`src/rtl/immgen_pkg.sv`:
```
// Shared types and constants for the immediate-generation stage.
//   imm_fmt_e    : immediate format code presented on fmt_o
//   OPC_*        : major opcodes, instr[6:2]
//   skid_state_e : occupancy of the two-entry output skid buffer
package immgen_pkg;

    typedef enum logic [2:0] {
        FmtNone = 3'd0,
        FmtI    = 3'd1,
        FmtS    = 3'd2,
        FmtB    = 3'd3,
        FmtU    = 3'd4,
        FmtJ    = 3'd5,
        FmtZ    = 3'd6
    } imm_fmt_e;

    localparam logic [4:0] OPC_LOAD    = 5'b00000;
    localparam logic [4:0] OPC_OPIMM   = 5'b00100;
    localparam logic [4:0] OPC_OPIMM32 = 5'b00110;
    localparam logic [4:0] OPC_STORE   = 5'b01000;
    localparam logic [4:0] OPC_BRANCH  = 5'b11000;
    localparam logic [4:0] OPC_JALR    = 5'b11001;
    localparam logic [4:0] OPC_JAL     = 5'b11011;
    localparam logic [4:0] OPC_LUI     = 5'b01101;
    localparam logic [4:0] OPC_AUIPC   = 5'b00101;
    localparam logic [4:0] OPC_SYSTEM  = 5'b11100;
    localparam logic [4:0] OPC_OP      = 5'b01100;
    localparam logic [4:0] OPC_OP32    = 5'b01110;

    typedef enum logic [1:0] {
        SkidEmpty = 2'd0,
        SkidOne   = 2'd1,
        SkidFull  = 2'd2
    } skid_state_e;

endpackage

```
`src/rtl/imm_decode.sv`:
```
// Combinational immediate decoder for RV32I/RV64I base formats.
//   instr_i   : raw 32-bit instruction
//   imm_o     : immediate, sign-extended to XLEN (zimm is zero-extended)
//   fmt_o     : decoded immediate format
//   illegal_o : unknown opcode or instr[1:0] != 2'b11
module imm_decode
    import immgen_pkg::*;
#(
    parameter int unsigned XLEN = 32
) (
    input  logic [31:0]     instr_i,
    output logic [XLEN-1:0] imm_o,
    output imm_fmt_e        fmt_o,
    output logic            illegal_o
);

    localparam bit Rv64 = (XLEN == 64);

    logic [4:0]  opc;
    logic [31:0] imm32;

    assign opc = instr_i[6:2];

    always_comb begin
        fmt_o     = FmtNone;
        illegal_o = 1'b0;
        if (instr_i[1:0] != 2'b11) begin
            illegal_o = 1'b1;
        end else begin
            case (opc)
                OPC_LOAD, OPC_OPIMM, OPC_JALR: fmt_o = FmtI;
                OPC_OPIMM32: begin
                    if (Rv64) fmt_o = FmtI;
                    else      illegal_o = 1'b1;
                end
                OPC_STORE:          fmt_o = FmtS;
                OPC_BRANCH:         fmt_o = FmtB;
                OPC_JAL:            fmt_o = FmtJ;
                OPC_LUI, OPC_AUIPC: fmt_o = FmtU;
                // funct3[2] selects the immediate CSR forms (rs1 field is zimm)
                OPC_SYSTEM:         fmt_o = instr_i[14] ? FmtZ : FmtI;
                OPC_OP:             illegal_o = 1'b0;
                OPC_OP32:           illegal_o = !Rv64;
                default:            illegal_o = 1'b1;
            endcase
        end
    end

    // Build every immediate as a signed 32-bit value, then widen once.
    always_comb begin
        case (fmt_o)
            FmtI:    imm32 = {{20{instr_i[31]}}, instr_i[31:20]};
            FmtS:    imm32 = {{20{instr_i[31]}}, instr_i[31:25], instr_i[11:7]};
            FmtB:    imm32 = {{19{instr_i[31]}}, instr_i[31], instr_i[7], instr_i[30:25],
                              instr_i[11:8], 1'b0};
            FmtU:    imm32 = {instr_i[31:12], 12'b0};
            FmtJ:    imm32 = {{11{instr_i[31]}}, instr_i[31], instr_i[19:12], instr_i[20],
                              instr_i[30:21], 1'b0};
            FmtZ:    imm32 = {27'b0, instr_i[19:15]};
            default: imm32 = 32'b0;
        endcase
    end

    assign imm_o = XLEN'($signed(imm32));

endmodule

```
`src/rtl/immgen_stage.sv`:
```
// Registered, handshaked immediate-generation stage.
//   clk_i, rst_i (sync, active-high), flush_i (sync)
//   in_valid_i/in_ready_o   : upstream handshake, instr_i + pc_i
//   out_valid_o/out_ready_i : downstream handshake
//   imm_o, target_o (pc+imm), pc_o, fmt_o, illegal_o : registered results
// Decode and adder feed a two-entry skid buffer; in_ready_o depends only on
// registered state so no input reaches any output combinationally.
module immgen_stage
    import immgen_pkg::*;
#(
    parameter int unsigned XLEN = 32
) (
    input  logic            clk_i,
    input  logic            rst_i,
    input  logic            flush_i,
    input  logic            in_valid_i,
    output logic            in_ready_o,
    input  logic [31:0]     instr_i,
    input  logic [XLEN-1:0] pc_i,
    output logic            out_valid_o,
    input  logic            out_ready_i,
    output logic [XLEN-1:0] imm_o,
    output logic [XLEN-1:0] target_o,
    output logic [XLEN-1:0] pc_o,
    output logic [2:0]      fmt_o,
    output logic            illegal_o
);

    typedef struct packed {
        logic [XLEN-1:0] imm;
        logic [XLEN-1:0] target;
        logic [XLEN-1:0] pc;
        imm_fmt_e        fmt;
        logic            illegal;
    } entry_t;

    logic [XLEN-1:0] dec_imm;
    imm_fmt_e        dec_fmt;
    logic            dec_illegal;
    entry_t          in_entry;
    entry_t          out_q;
    entry_t          skid_q;
    skid_state_e     state_q;
    logic            accept;
    logic            drain;

    imm_decode #(
        .XLEN (XLEN)
    ) u_imm_decode (
        .instr_i   (instr_i),
        .imm_o     (dec_imm),
        .fmt_o     (dec_fmt),
        .illegal_o (dec_illegal)
    );

    always_comb begin
        in_entry.imm     = dec_imm;
        in_entry.target  = pc_i + dec_imm;
        in_entry.pc      = pc_i;
        in_entry.fmt     = dec_fmt;
        in_entry.illegal = dec_illegal;
    end

    assign in_ready_o  = (state_q != SkidFull);
    assign out_valid_o = (state_q != SkidEmpty);
    assign accept      = in_valid_i & in_ready_o;
    assign drain       = out_valid_o & out_ready_i;

    always_ff @(posedge clk_i) begin
        if (rst_i) begin
            state_q <= SkidEmpty;
            out_q   <= '0;
            skid_q  <= '0;
        end else if (flush_i) begin
            // Data is left stale; out_valid_o low masks it.
            state_q <= SkidEmpty;
        end else begin
            case (state_q)
                SkidEmpty: begin
                    if (accept) begin
                        out_q   <= in_entry;
                        state_q <= SkidOne;
                    end
                end
                SkidOne: begin
                    if (accept && drain) begin
                        out_q <= in_entry;
                    end else if (accept) begin
                        skid_q  <= in_entry;
                        state_q <= SkidFull;
                    end else if (drain) begin
                        state_q <= SkidEmpty;
                    end
                end
                SkidFull: begin
                    // No accept is possible here: in_ready_o is low.
                    if (drain) begin
                        out_q   <= skid_q;
                        state_q <= SkidOne;
                    end
                end
                default: state_q <= SkidEmpty;
            endcase
        end
    end

    assign imm_o     = out_q.imm;
    assign target_o  = out_q.target;
    assign pc_o      = out_q.pc;
    assign fmt_o     = out_q.fmt;
    assign illegal_o = out_q.illegal;

endmodule

```
`config.mk`:
```
export PLATFORM = sky130hd
export DESIGN_NAME = immgen_stage
export DESIGN_NICKNAME = d
export VERILOG_FILES = /design/src/rtl/immgen_pkg.sv /design/src/rtl/imm_decode.sv /design/src/rtl/immgen_stage.sv
export SDC_FILE = /design/constraint.sdc
export NUM_CORES = 1
export LEC_CHECK = 0
export BUFFER_PORTS_ARGS = -buffer_cell sky130_fd_sc_hd__buf_2
export CELL_PAD_IN_SITES_DETAIL_PLACEMENT = 1
export CELL_PAD_IN_SITES_GLOBAL_PLACEMENT = 2
export CORE_UTILIZATION = 35
export CTS_CLUSTER_DIAMETER = 100
export DETAILED_ROUTE_END_ITERATION = 16
export GPL_TIMING_DRIVEN = 0
export PLACE_DENSITY_LB_ADDON = 0.3
export RECOVER_POWER = 50
export SLEW_MARGIN = 20
export SYNTH_ARGS = -nofsm -noshare
export SYNTH_HDL_FRONTEND = slang
export SYNTH_SLANG_ARGS = --single-unit
```
`constraint.sdc`:
```
create_clock -name clk_i -period 12 [get_ports clk_i]
set_clock_uncertainty 0.2 [all_clocks]
set_input_delay 0.6 -clock clk_i [delete_from_list [all_inputs] [get_ports clk_i]]
set_output_delay 0.6 -clock clk_i [all_outputs]
set_load 0.01 [all_outputs]
```
==> results.txt <==
Core area: 28,000 um2
Slew Viols, Final: 0
Initial Util: 0.358
Fin area: 12,000 um2
Largest cells by area after synthesis: dfxtp_1 (40%), nand2_1 (10%), a21oi_1 (8.5%)
Final WL: 39,500 um
Clock tree from TritonCTS: done
Mean post-synth cell area: 7.54 um2
Sequential-to-total area share from yosys stat: 0.403
DRC viols: 0
Layout Utilization: 0.427
Htree depth: 1
Post-Synth XOR/XNOR Area: 0.0227
Setup violations, final: 0
Cts-stage hold buffer count: 0
Die X: 171 um
PD cells: 133 nW/um2
Share of the synthesized area in the top cell type: 0.403
Grt met1 use: 0.358
Bufs on Longest Clock Path: 3
Slew headroom: 0.277
Crit-path slowest cell: nor2_1
Post-synth EDFFs: 0
Final Cycle Share: 0.478
Worst Setup End Kind: flop
Type of origin of the critical path: input port
Distinct cells, synth: 70
Final hold vios: 0
Max-cap violations: 0
RSZ-0062 raised after global routing: no
Total track usage: 0.267
WL/cell: 20.6 um
Arr. time, crit path: 6000 ps
NumNets Final: 1,627
Yosys top cell by area: dfxtp_1
M2 GR Usage: 0.444
GR Overflow Total: 0
Cell Rows: 61
Top Usage Layer GRT: met2
Internal power: 0.00117 W
Clock power share: 0.446
First-pass GRT wire length: 59,300 um
Power share of the combinational group: 0.111
Main combinational cell family by area after synthesis: compound AO/OA/AOI/OAI gates
Top Family by Delay on Critical Path: compound AO/OA/AOI/OAI gates
Critical Path RT: 12,270 ps
# clock sinks: 202
Adder-cell share of the synthesized area: 0.0407
Fin Setup TNS: 0 ps
Worst-skew pair later-pin latency: 520 ps
Sw Pwr: 0.000418 W
Outcome: complete, no violations
Placer Congestion: 0.882
Area after DPL: 11,400 um2
Static Leakage: 4.70 nW
Fmax: 174 MHz
Post-synthesis mux area share: 0.00324
Compound-Gate Fraction of Synth Area: 0.251
Die Ht: 171 um
Root Driver: clkbuf_16
Count leader, synth: nand2_1
Most used DFF post-synth: dfxtp_1
Slowest stage delay, CP: 660 ps
Crit-path cells: buf_2 -> clkbuf_1 -> nand4b_1 -> o311ai_4 -> nand3_1 -> nor2_1 -> and2_1 -> buf_2 -> a21oi_1 -> inv_1 -> ha_1 -> clkbuf_1 -> nand2_1 -> o21ai_0 -> a2111oi_1 -> and2_1 -> a211oi_1 -> a221oi_2 -> o21ai_1 -> a211oi_1 -> a221o_1
Mapped Area: 10,000 um2
ANT nets after route: 0
# fillers: 3,599
Pre-antenna DRT Iters: 5
Switching share of power: 0.263
Layout cells sized above 1: 0.0799
Final Critical Period: 5730 ps
Register share of total power: 0.443
Slew of the pin with the lowest slew margin: 1080 ps
Post-synthesis simple-gate area fraction: 0.228
WS Path Type: input port to flop
Maximum vdd drop: 0.0000856 V
Via/cell ratio: 5.43
Synth top cells by count: nand2_1 (275), dfxtp_1 (202), nor2_1 (179)
Num CTS Buffers: 24
Gates resized, CTS repair: 0
Post-DP HPWL: 30,500 um
Cell count after synthesis: 1,330
Clk slew on worst S/H paths: 60 ps
Critical Path Fanout Max: 10
Sum of buffers and inverters on the critical path: 5
Vias in the first global route: 10,100
# IOs: 171
Post-CTS setup buffers: 0
# port buffers: 170
Initial antenna violation count: 2
Layout area overhead: 19.3%
Synthesis Warnings: 0
Met3 usage: 0.0366
Hold Path Class: input port to flop
Routed vias: 10,400
Die Area: 29,300 um2
Async set-reset flop share out of synthesis: 0
Largest net degree at the start of global routing: 12
Yosys reg bits: 202
Initial drt markers: 674
Syn_nets: 1,431
## placed cells by master, fill, tap and decap left out, types with 4 or more instances in the layout
cell / synthesis / routed
nand3_1: 10 / 11
nand2_1: 275 / 275
inv_1: 35 / 35
a31oi_1: 8 / 8
nor3_1: 14 / 14
a211oi_1: 55 / 55
o211ai_1: 12 / 12
or3_1: 6 / 6
xnor2_1: 18 / 18
a21o_1: 14 / 14
a311oi_1: 49 / 49
xor2_1: 8 / 8
dfxtp_1: 202 / 202
and3_1: 8 / 8
buf_2: 3 / 70
nand2b_1: 5 / 5
nor2_1: 179 / 179
clkbuf_1: 88 / 198
o21ai_0: 42 / 43
or2_2: 5 / 5
clkbuf_16: 0 / 25
o22ai_1: 4 / 4
clkbuf_8: 0 / 7
a21oi_1: 170 / 170
o21a_1: 6 / 6
nor2b_1: 8 / 8
nand4_1: 4 / 4
and2_1: 6 / 6
ha_1: 31 / 31
nand3b_1: 4 / 4
## routing by layer
| layer | wire [um] | part of all wire | up-vias |
|---|---|---|---|
| met5 | 14 | 0.00035 | - |
| met3 | 2190 | 0.055 | 58 |
| met1 | 18000 | 0.46 | 5039 |
| met4 | 1090 | 0.028 | 2 |
| li1 | - | - | 5022 |
| met2 | 18200 | 0.46 | 302 |
## sequential cells by signal, indices dropped and copies added, names as in the netlist
name / flops
imm_o: 32
fmt_o: 3
state_q: 2
skid_q: 100
illegal_o: 1
pc_o: 32
target_o: 32
## worst paths after layout
check,from,end,slack [ps],cells after the start
setup / recovery,instr_i[2],target_o[31],6270,21
hold / removal,out_ready_i,state_q[1],110,2
setup reg to reg,state_q[1],imm_o[10],8950,8
hold reg to reg,skid_q[33],skid_q[33],260,2
## stage by stage
stage          power (W)  cells  hold WS (ps)  worst slack (ps)
2_1_floorplan   0.000816   1330           237              7440
3_3_place_gp    0.000894   1878           243              6270
3_5_place_dp    0.000898   1878           248              6160
4_1_cts          0.00161   1918          89.9              6690
5_1_grt          0.00164   1919           108              5810
6_report         0.00159   1919           109              6270
## cell families after synthesis
| kind of cell | count (synthesis) |
|---|---|
| compound gates | 393 |
| mux | 3 |
| flops | 202 |
| xor+xnor | 26 |
| fa+ha+maj | 32 |
| simple gates | 541 |
| buf+inv | 133 |
## worst reg2reg max path: stages (launching register included)
cell,delay [ps]
dfxtp_1,360
nor2b_1,220
nand2_1,110
a21oi_1,340
clkbuf_1,610
clkbuf_1,600
o211ai_1,280
o21ai_0,140
nor2_1,60
## final cells by class
| cell class | count | area [um2] | area share |
|---|---|---|---|
| Clock buffer | 38 | 744 | 0.0622 |
| Sequential cell | 202 | 4040 | 0.338 |
| Buffer | 97 | 374 | 0.0313 |
| Clock inverter | 2 | 13.8 | 0.00115 |
| Tap cell | 378 | 473 | 0.0395 |
| Multi-Input combinational cell | 995 | 5460 | 0.456 |
| Timing Repair Buffer | 170 | 723 | 0.0604 |
| Antenna cell | 1 | 2.50 | 0.000209 |
| Inverter | 36 | 135 | 0.0113 |
## power groups by stage
stage | clock [W] | combinational, W | sequential [W]
floorplan | 0 | 0.0000912 | 0.000725
global placement | 0 | 0.000177 | 0.000717
detailed placement | 0 | 0.000180 | 0.000718
CTS | 0.000722 | 0.000181 | 0.000703
global route | 0.000745 | 0.000192 | 0.000706
finish | 0.000708 | 0.000176 | 0.000704
Power figures use the tool's default switching activity.
